[config.mk]
export PLATFORM = sky130hd
export DESIGN_NAME = alu_multicycle
export DESIGN_NICKNAME = d
export VERILOG_FILES = /design/src/rtl/alu_multicycle_pkg.sv /design/src/rtl/alu_multicycle_mul.sv /design/src/rtl/alu_multicycle.sv
export SDC_FILE = /design/constraint.sdc
export NUM_CORES = 1
export LEC_CHECK = 0
export BUFFER_PORTS_ARGS = -buffer_cell sky130_fd_sc_hd__buf_4
export CAP_MARGIN = 25
export CORE_MARGIN = 2
export CORE_UTILIZATION = 50
export CTS_CLUSTER_SIZE = 28
export DETAILED_ROUTE_END_ITERATION = 8
export PLACE_DENSITY = 0.83
export SLEW_MARGIN = 20
export SYNTH_ARGS = -nofsm -noshare
export SYNTH_HDL_FRONTEND = slang
export SYNTH_SLANG_ARGS = --single-unit
export TNS_END_PERCENT = 1
[constraint.sdc]
create_clock -name clk -period 2.08 [get_ports clk]
set_input_delay 0.208 -clock clk [delete_from_list [all_inputs] [get_ports clk]]
set_output_delay 0.208 -clock clk [all_outputs]
set_load 0.02 [all_outputs]
[src/rtl/alu_multicycle_pkg.sv]
`default_nettype none
// ============================================================================
// Module  : alu_multicycle_pkg
// Brief   : Opcode and FSM state types shared by the multicycle ALU.
// Revision: 1.0 - initial release
// ============================================================================
package alu_multicycle_pkg;

  localparam int OP_W = 3;

  typedef enum logic [OP_W-1:0] {
    OP_ADD = 3'b000,
    OP_SUB = 3'b001,
    OP_AND = 3'b010,
    OP_OR  = 3'b011,
    OP_XOR = 3'b100,
    OP_NOT = 3'b101,
    OP_SHL = 3'b110,
    OP_MUL = 3'b111
  } alu_op_e;

  typedef enum logic [1:0] {
    IDLE = 2'd0,
    BUSY = 2'd1,
    DONE = 2'd2
  } alu_state_e;

endpackage
`default_nettype wire

[src/rtl/alu_multicycle_mul.sv]
`default_nettype none
// ============================================================================
// Module  : alu_multicycle_mul
// Brief   : Iterative shift-add multiplier, one partial product per cycle.
// Revision: 1.0 - initial release
// ============================================================================
module alu_multicycle_mul #(
  parameter int WIDTH = 8
) (
  input  logic               clk,
  input  logic               rst_n,
  input  logic               start,
  input  logic [WIDTH-1:0]   a,
  input  logic [WIDTH-1:0]   b,
  output logic               done,
  output logic [2*WIDTH-1:0] prod
);

  localparam int CW = $clog2(WIDTH);

  logic               r_busy;
  logic [CW-1:0]      r_cnt;
  logic [2*WIDTH-1:0] r_mcand;
  logic [2*WIDTH-1:0] r_acc;
  logic [WIDTH-1:0]   r_mplier;

  // prod is the accumulator including this cycle's partial product, so the
  // full product is available combinationally in the cycle done is high.
  assign prod = r_acc + (r_mplier[0] ? r_mcand : '0);
  assign done = r_busy && (r_cnt == CW'(WIDTH-1));

  always_ff @(posedge clk or negedge rst_n) begin
    if (!rst_n) begin
      r_busy   <= 1'b0;
      r_cnt    <= '0;
      r_mcand  <= '0;
      r_acc    <= '0;
      r_mplier <= '0;
    end else if (start) begin
      r_busy   <= 1'b1;
      r_cnt    <= '0;
      r_acc    <= '0;
      r_mcand  <= {{WIDTH{1'b0}}, a};
      r_mplier <= b;
    end else if (r_busy) begin
      r_acc    <= prod;
      r_mcand  <= r_mcand << 1;
      r_mplier <= r_mplier >> 1;
      if (done) begin
        r_busy <= 1'b0;
        r_cnt  <= '0;
      end else begin
        r_cnt  <= r_cnt + 1'b1;
      end
    end
  end

endmodule
`default_nettype wire

[src/rtl/alu_multicycle.sv]
`default_nettype none
// ============================================================================
// Module  : alu_multicycle
// Brief   : Registered ALU with valid/ready handshakes; iterative MUL is
//           built only when ALU_MULTICYCLE_MUL_EN is defined.
// Revision: 1.0 - initial release
// ============================================================================
module alu_multicycle
  import alu_multicycle_pkg::*;
#(
  parameter int WIDTH = 8,
  parameter int SHW   = $clog2(WIDTH)
) (
  input  logic            clk,
  input  logic            rst_n,
  input  logic            in_valid,
  output logic            in_ready,
  input  logic [WIDTH-1:0] a,
  input  logic [WIDTH-1:0] b,
  input  logic [OP_W-1:0] op,
  output logic            out_valid,
  input  logic            out_ready,
  output logic [WIDTH-1:0] result,
  output logic            carry,
  output logic            zero,
  output logic            ovf
);

  alu_state_e         r_state;
  alu_state_e         w_state_nxt;
  logic [WIDTH-1:0]   r_result;
  logic               r_carry;
  logic               r_zero;
  logic               r_ovf;

  logic               w_accept;
  logic               w_is_mul;
  logic               w_mul_done;
  logic [2*WIDTH-1:0] w_prod;

  logic [WIDTH:0]     w_ext;
  logic [WIDTH-1:0]   w_res;
  logic               w_carry;
  logic               w_ovf;

  assign w_accept = in_valid && in_ready;

`ifdef ALU_MULTICYCLE_MUL_EN
  assign w_is_mul = (op == OP_MUL);

  alu_multicycle_mul #(
    .WIDTH (WIDTH)
  ) u_mul (
    .clk   (clk),
    .rst_n (rst_n),
    .start (w_accept && w_is_mul),
    .a     (a),
    .b     (b),
    .done  (w_mul_done),
    .prod  (w_prod)
  );
`else
  assign w_is_mul   = 1'b0;
  assign w_mul_done = 1'b0;
  assign w_prod     = '0;
`endif

  // Single-cycle datapath; MUL without the multiplier yields all-zero.
  always_comb begin
    w_ext   = '0;
    w_res   = '0;
    w_carry = 1'b0;
    w_ovf   = 1'b0;
    case (op)
      OP_ADD: begin
        w_ext   = {1'b0, a} + {1'b0, b};
        w_res   = w_ext[WIDTH-1:0];
        w_carry = w_ext[WIDTH];
        w_ovf   = (a[WIDTH-1] == b[WIDTH-1]) && (w_res[WIDTH-1] != a[WIDTH-1]);
      end
      OP_SUB: begin
        w_ext   = {1'b0, a} - {1'b0, b};
        w_res   = w_ext[WIDTH-1:0];
        w_carry = w_ext[WIDTH];
        w_ovf   = (a[WIDTH-1] != b[WIDTH-1]) && (w_res[WIDTH-1] != a[WIDTH-1]);
      end
      OP_AND: w_res = a & b;
      OP_OR:  w_res = a | b;
      OP_XOR: w_res = a ^ b;
      OP_NOT: w_res = ~a;
      OP_SHL: begin
        // The extra MSB captures the last bit shifted out (0 for shift 0).
        w_ext   = {1'b0, a} << b[SHW-1:0];
        w_res   = w_ext[WIDTH-1:0];
        w_carry = w_ext[WIDTH];
      end
      default: ;
    endcase
  end

  always_ff @(posedge clk or negedge rst_n) begin
    if (!rst_n) begin
      r_state <= IDLE;
    end else begin
      r_state <= w_state_nxt;
    end
  end

  always_comb begin
    w_state_nxt = r_state;
    in_ready    = 1'b0;
    out_valid   = 1'b0;
    case (r_state)
      IDLE: in_ready = 1'b1;
      DONE: begin
        out_valid = 1'b1;
        in_ready  = out_ready;
      end
      default: ;
    endcase
    if (w_accept) begin
      w_state_nxt = w_is_mul ? BUSY : DONE;
    end else begin
      case (r_state)
        BUSY:    if (w_mul_done) w_state_nxt = DONE;
        DONE:    if (out_ready)  w_state_nxt = IDLE;
        default: ;
      endcase
    end
  end

  always_ff @(posedge clk or negedge rst_n) begin
    if (!rst_n) begin
      r_result <= '0;
      r_carry  <= 1'b0;
      r_zero   <= 1'b0;
      r_ovf    <= 1'b0;
    end else if (w_mul_done) begin
      r_result <= w_prod[WIDTH-1:0];
      r_carry  <= |w_prod[2*WIDTH-1:WIDTH];
      r_zero   <= ~|w_prod[WIDTH-1:0];
      r_ovf    <= 1'b0;
    end else if (w_accept && !w_is_mul) begin
      r_result <= w_res;
      r_carry  <= w_carry;
      r_zero   <= ~|w_res;
      r_ovf    <= w_ovf;
    end
  end

  assign result = r_result;
  assign carry  = r_carry;
  assign zero   = r_zero;
  assign ovf    = r_ovf;

endmodule
`default_nettype wire

==> impl_results.md, run 1 <==
- Vias in the first global route: 2119
- Period utilization: 106%
- WL/cell: roughly 16 microns
- Initial antenna violation count: 0
- Actual slew at the worst max-slew pin: approximately 0.45 ns
- Drt pass-1 iters: 5
- Port-buffer cells: 35
- Root buffer selected by CTS: clkbuf_8
- CTS Buf Count: 3
- Failing checks: negative setup slack
- Ys async rst share: 100%
- Mapped cell area: 0.00201 sq mm
- Clock sink count: 12
- Fraction of post-synthesis cell area in the top cell type by area: 15.6%
- Peak Freq: 0.454 GHz
- Worst Hold Slack: 0.198 ns
- Core area: 0.00394 sq mm
- Post-DP HPWL: 4.72 mm
- Setup violators final: 3
- Max_cap viols: 0
- CTS tree: done
- GRT Residual Overflow: 0
- Multi-input logic area: 0.00156 sq mm
- Slowest CP cell: fa_2
- Mapped Nets: 299
- Top post-synthesis cells by area: ha_1, dfrtp_1, nand2_1, inv_1, xnor2_1
- WP data arrival: 2.34 ns
- Pwr dens: 464 mW/mm^2
- Placed insts: between 300 and 400
- H-tree levels: 1
- Horiz. Die Dim: approximately 67 microns
- Diodes inserted: 0
- Unrepaired setup endpoints after global routing: true
- VDD IR max: 0.184 mV
- Overall Global Routing Usage: around 28%
- Slew headroom: 70.0%
- Via density: 5.97
- Crit path kind: input pin to flop
- Area leader, netlist: ha_1
- Post-synth top cells: nand2_1, ha_1, inv_1
- Final Util: 67.3%
- Status: complete, but fails checks
- Count leader, synth: nand2_1
- CTS Buffer Depth: 2
- Largest net degree at the start of global routing: 26
- Starting Density: approximately half
- Via count: ~2200
- Ports: 36
- CP Max Fanout: 5
- Startpoint Class: input pin
- CP Cell Sequence: buf_4, ha_1, fa_2, a211oi_2, nor3b_1, o31a_1, a211oi_2, xnor2_1, a21o_1, mux2_2
- Place WS: -0.389 ns
- First-pass GRT wire length: between 9 and 10 mm
- Final setup TNS: -0.257 ns
- Crit. End Element: flop
- Total leakage power: around 1.3 nW
- Flops & latches, synth: 12
- Slew Limit Fails: 0
- Most frequent CP cell: a211oi_2
- Count of different cell masters after synthesis: 61
- Clock Skew: 0.00248 ns
- Worst Hold Class: input pin to flop
- Syn Inst Count: 249
- Tmin final: 2.20 ns
- Synth Area per Inst: 8.06 sq um
- Vert. Die Dim: 67.4 microns
- Sequential element share of the synthesized area: between 10% and 20%
- Iter 0 DRT Violations: 107
- ANT nets after route: 0
- Synth Flop Type: dfrtp_1
- CP required: 2.21 ns
- Clock-pin transition on the worst setup and hold timing paths: 0.05 ns
- Fin. Hold Viols: 0
- Total die area: 0.00454 sq mm
- Clock Latency Late Sink: 0.25 ns
- Remaining DRCs: 0
- NumNets Final: 368
- Cell Count, Final, Fillers Out: 367
- Final Worst Setup Slack: -0.124 ns
- Filler cells: 320
- Post-synth EDFFs: 0
- Layout overhead on the synthesized area: 32.2%
- Final wirelength: just under 6 mm
- Routability Congestion: 0.881
- Layout cells sized above 1: 31.5%
- Register area: 300 sq um
- Synth warn: 0
- Crit path largest cell delay: 0.37 ns
- Rows: 23
## cell families (layout without fill, tap and decap cells)
| kind of cell | count (synthesis) | count (layout) | share of synthesized area (%) |
|---|---|---|---|
| simple gates | 79 | 79 | 20.6 |
| xor+xnor | 10 | 10 | 4.36 |
| fa+ha+maj | 27 | 27 | 17.6 |
| compound gates | 72 | 72 | 26.4 |
| buf+inv | 37 | 105 | 8.29 |
| flops | 12 | 12 | 15.0 |
| mux | 12 | 12 | 7.79 |
## cells in the final DEF, fill, tap and decap left out, drive strengths merged, types with 2 or more instances in the layout
cell	instances
buf	76
nand2	27
ha	25
inv	24
nor2	14
o21ai	14
dfrtp	12
a21oi	12
xnor2	9
a211oi	8
nand2b	7
mux2i	7
nor3	5
nand3	5
a22o	4
nor2b	4
clkbuf	4
o211ai	4
o221ai	4
a221o	3
a21o	3
mux2	3
a31oi	3
o21bai	3
o31ai	2
nand3b	2
nand4b	2
and3	2
o31a	2
o21a	2
fa	2
mux4	2
nor4	2
## final cells by class
class | count | share of cell area, %
timing repair buffer | 77 | 21.9
tap | 50 | 2.36
multi-input combinational | 200 | 59.0
inverter | 24 | 3.40
clock buffer | 4 | 2.08
sequential | 12 | 11.3
## power breakdown
group,switching [mW],total (mW),internal (mW)
logic,0.359,0.683,0.324
clock network,0.0895,0.257,0.168
registers,0.0207,0.291,0.270
total,0.469,1.23,0.762
## metal layers
| metal | wire length, microns | up-vias | track usage, % |
|---|---|---|---|
| li1 | - | 1038 | - |
| met1 | 2350 | 1001 | 33.1 |
| met2 | 2840 | 130 | 49.3 |
| met3 | 470 | 21 | 3.00 |
| met4 | 195 | 0 | 12.8 |
| met5 | 0 | - | 0 |
## flip-flops by register name, indices dropped and copies added (netlist names)
name,cells
ovf,1
result,8
zero,1
r_state,1
carry,1
## final timing paths
check / endpoint / depth (start not counted) / slack (ns) / from
min in group asynchronous: result[6] / 2 / 0.33 / rst_n
min: r_state[1] / 2 / 0.20 / in_valid
max reg2reg: zero / 7 / 0.37 / r_state[1]
max: result[6] / 10 / -0.12 / a[0]
min reg2reg: ovf / 2 / 0.48 / ovf
max in group asynchronous: result[3] / 2 / 1.60 / rst_n
## critical path, delay by kind of cell
kind | cells | cell delay [ns]
xor+xnor | 1 | 0.12
fa+ha+maj | 2 | 0.60
simple gates | 1 | 0.10
buf+inv | 1 | 0.14
mux | 1 | 0.26
compound gates | 4 | 0.90
## what timing repair did
item,in CTS,in global routing
hold endpoints to repair,12,0
setup endpoints to repair,2,5
gates resized for setup,3,2
pin swaps,4,0
setup buffers,0,0
hold buffers,1,0
## per-stage QoR
stage,area (sq um),power (mW)
after floorplan,2010,0.677
after global placement,2570,0.935
after detailed placement,2570,0.955
after CTS,2640,1.23
after global routing,2650,1.31
final,2650,1.23
No activity file was read; power rests on OpenSTA's default activity.
==> run 2, diff against run 1 <==
--- a/config.mk
+++ b/config.mk
@@ -7,9 +7,9 @@
 export LEC_CHECK = 0
 export BUFFER_PORTS_ARGS = -buffer_cell sky130_fd_sc_hd__buf_4
 export CAP_MARGIN = 25
-export CORE_MARGIN = 2
+export CORE_MARGIN = 5
 export CORE_UTILIZATION = 50
-export CTS_CLUSTER_SIZE = 28
+export CTS_CLUSTER_SIZE = 24
 export DETAILED_ROUTE_END_ITERATION = 8
 export PLACE_DENSITY = 0.83
 export SLEW_MARGIN = 20
==> run 2 against run 1 <==
The flow still finishes with violations (negative setup slack). Core utilization decreased by 0.35 points. Routed wire length decreased by 0.43%. Sequential share of layout area increased by 0.059 points. Global-route usage decreased by 5.7 points. Clock power decreased by 20%. Cell area decreased by 0.52%. Sequential power about the same. Final cell count decreased by 0.27%. Register-to-register slack improved by 0.10 ns. Critical path depth unchanged. Largest power group unchanged. Highest routed layer unchanged.
==> impl_results.md, run 2 (same netlist as run 1, synthesis figures left out) <==
- Net Sw Frac: 38.6%
- WL/cell: 15.9 microns
- Power Internal: 0.724 mW
- H-tree levels: 1
- Slew headroom: 53.5%
- Root buffer selected by CTS: clkbuf_8
- Via density: about 6.0
- Most frequent cells in the layout: buf_4, nand2_1, ha_1
- Final Util: 66.9%
- Clock Skew: 0.00204 ns
- Most common cell after layout, fill and taps aside: buf_4
- Place WS: -0.304 ns
- Period utilization: 102%
- CTS Buffer Depth: 2
- Post-DP HPWL: between 4 and 5 mm
- Placement Cell Area: ~0.0026 sq mm
- Hold Startpoint: in_valid
- ANT nets after route: 0
- Iter 0 DRT Violations: 212
- CTS tree: done
- Unrepaired setup endpoints after global routing: true
- Clock Power Share: between 10% and 20%
- Largest net degree at the start of global routing: 18
- Starting Density: about half
- Remaining DRCs: 0
- Final wirelength: 5.83 mm
- Total leakage power: 1.29 nW
- Final setup TNS: -0.0316 ns
- RR Startpoint: r_state[1]
- VDD IR max: 0.187 mV
- Via count: 2182
- Drt pass-1 iters: 5
- Delay-heaviest family, CP: compound AO/OA/AOI/OAI gates
- Layout cells sized above 1: roughly 31%
- Clock sink count: 12
- Worst Hold Slack: 0.172 ns
- Cells on Worst Hold Path: 2
- Comb power frac: 58.0%
- Horiz. Die Dim: between 70 and 80 microns
- Reg power frac: 24.6%
- Setup violators final: 1
- Beginning of the critical path: a[0]
- Peak Freq: 0.474 GHz
- CP required: 2.20 ns
- Final Worst Setup Slack: -0.0316 ns
- Most frequent CP cell: a211oi_2
- Status: complete, but fails checks
- GRT Residual Overflow: 0
- CP Cell Sequence: buf_4, ha_1, fa_2, a211oi_2, nor3b_1, o31a_1, a211oi_2, xnor2_1, a21o_1, mux2_2
- Grt met2 use: 38.1%
- Actual slew at the worst max-slew pin: 0.688 ns
- Clock Latency Late Sink: 0.24 ns
- Post-route cell area: 0.00264 sq mm
- Ports: 36
- Initial antenna violation count: 0
- GRT busiest layer: met2
- NumNets Final: 368
- Crit. End Element: flop
- Overall Global Routing Usage: between 20% and 30%
- Vias in the first global route: around 2100
- Layout overhead on the synthesized area: 31.5%
- Failing checks: negative setup slack
- Tmin final: roughly 2.1 ns
- CP Max Fanout: 3
- Core area: 0.00394 sq mm
- Rows: 23
- Max_cap viols: 0
- Slowest CP cell: fa_2
- Worst Hold Class: input pin to flop
- Diodes inserted: 0
- Crit path kind: input pin to flop
- Clock-pin transition on the worst setup and hold timing paths: 0.05 ns
- WP data arrival: 2.24 ns
- First-pass GRT wire length: 9.43 mm
- Port-buffer cells: 35
- Met1 usage: 27.1%
- Cell Count, Final, Fillers Out: about 370
- Pwr Total: about 1.2 mW
- Placed insts: ~360
- Vert. Die Dim: between 70 and 80 microns
- Worst path buffer plus inverter count: 1
- Total die area: 0.00538 sq mm
- Pwr dens: 446 mW/mm^2
- P_sw: 0.454 mW
- Slew Limit Fails: 0
- Largest register FFs: 8
- Crit path largest cell delay: 0.36 ns
- Met3 usage: 2.19%
- Startpoint Class: input pin
- Fin. Hold Viols: 0
- CTS Buf Count: 3
- Routability Congestion: 0.976
- Cells on worst reg2reg path: 7
- Levels on crit path: 10
==> run 2: cell count changes in the layout (fill, tap and decap cells not counted) <==
cell,previous run,this run
o21ai_0,10,9
o21ai_1,4,5
clkbuf_8,4,3
==> run 2: path summary, 6_finish.rpt <==
check                             endpoint  slack, ns
min in group asynchronous        result[4]       0.34
worst max-delay path             result[6]      -0.03
worst min-delay path            r_state[1]       0.17
worst max register to register        zero       0.47
max in group asynchronous        result[7]       1.59
worst min register to register   result[0]       0.48
==> run 2: worst register-to-register path: cells and delay by family (launching register included) <==
kind / cells / cell delay (ns)
AOI/OAI and AO/OA: 3 / 0.48
DFF: 1 / 0.37
and+or+nand+nor: 4 / 0.67
==> run 2: timing repair <==
item                                   4_1_cts  5_1_grt
gates resized for setup                      3        3
setup endpoints to repair                    2        5
endpoints found under the hold margin       12        0
pin swaps                                    8        0
hold buffers                                 1        0
buffers inserted                             1        0
==> run 2: cell type report <==
type / count / area (sq um)
fillers: 325 / 1300
well taps: 50 / 62.6
flip-flops and latches: 12 / 300
repair buffers: 77 / 581
multi-input cells: 200 / 1560
clock buffers: 3 / 41.3
inverters: 24 / 90.1
==> run 2: per-layer routing <==
layer | share of wire, % | vias to the layer above
met3 | 9.4 | 25
met4 | 3.6 | 0
met1 | 40 | 985
li1 | - | 1044
met5 | 0 | -
met2 | 47 | 128
==> run 2: power by group through the flow <==
| stage | clock [mW] | sequential (mW) | combinational, mW |
|---|---|---|---|
| 6_report | 0.205 | 0.290 | 0.683 |
| 5_1_grt | 0.220 | 0.295 | 0.737 |
| 4_1_cts | 0.213 | 0.290 | 0.672 |
| 3_5_place_dp | 0 | 0.294 | 0.659 |
| 3_3_place_gp | 0 | 0.292 | 0.642 |
| 2_1_floorplan | 0 | 0.338 | 0.339 |
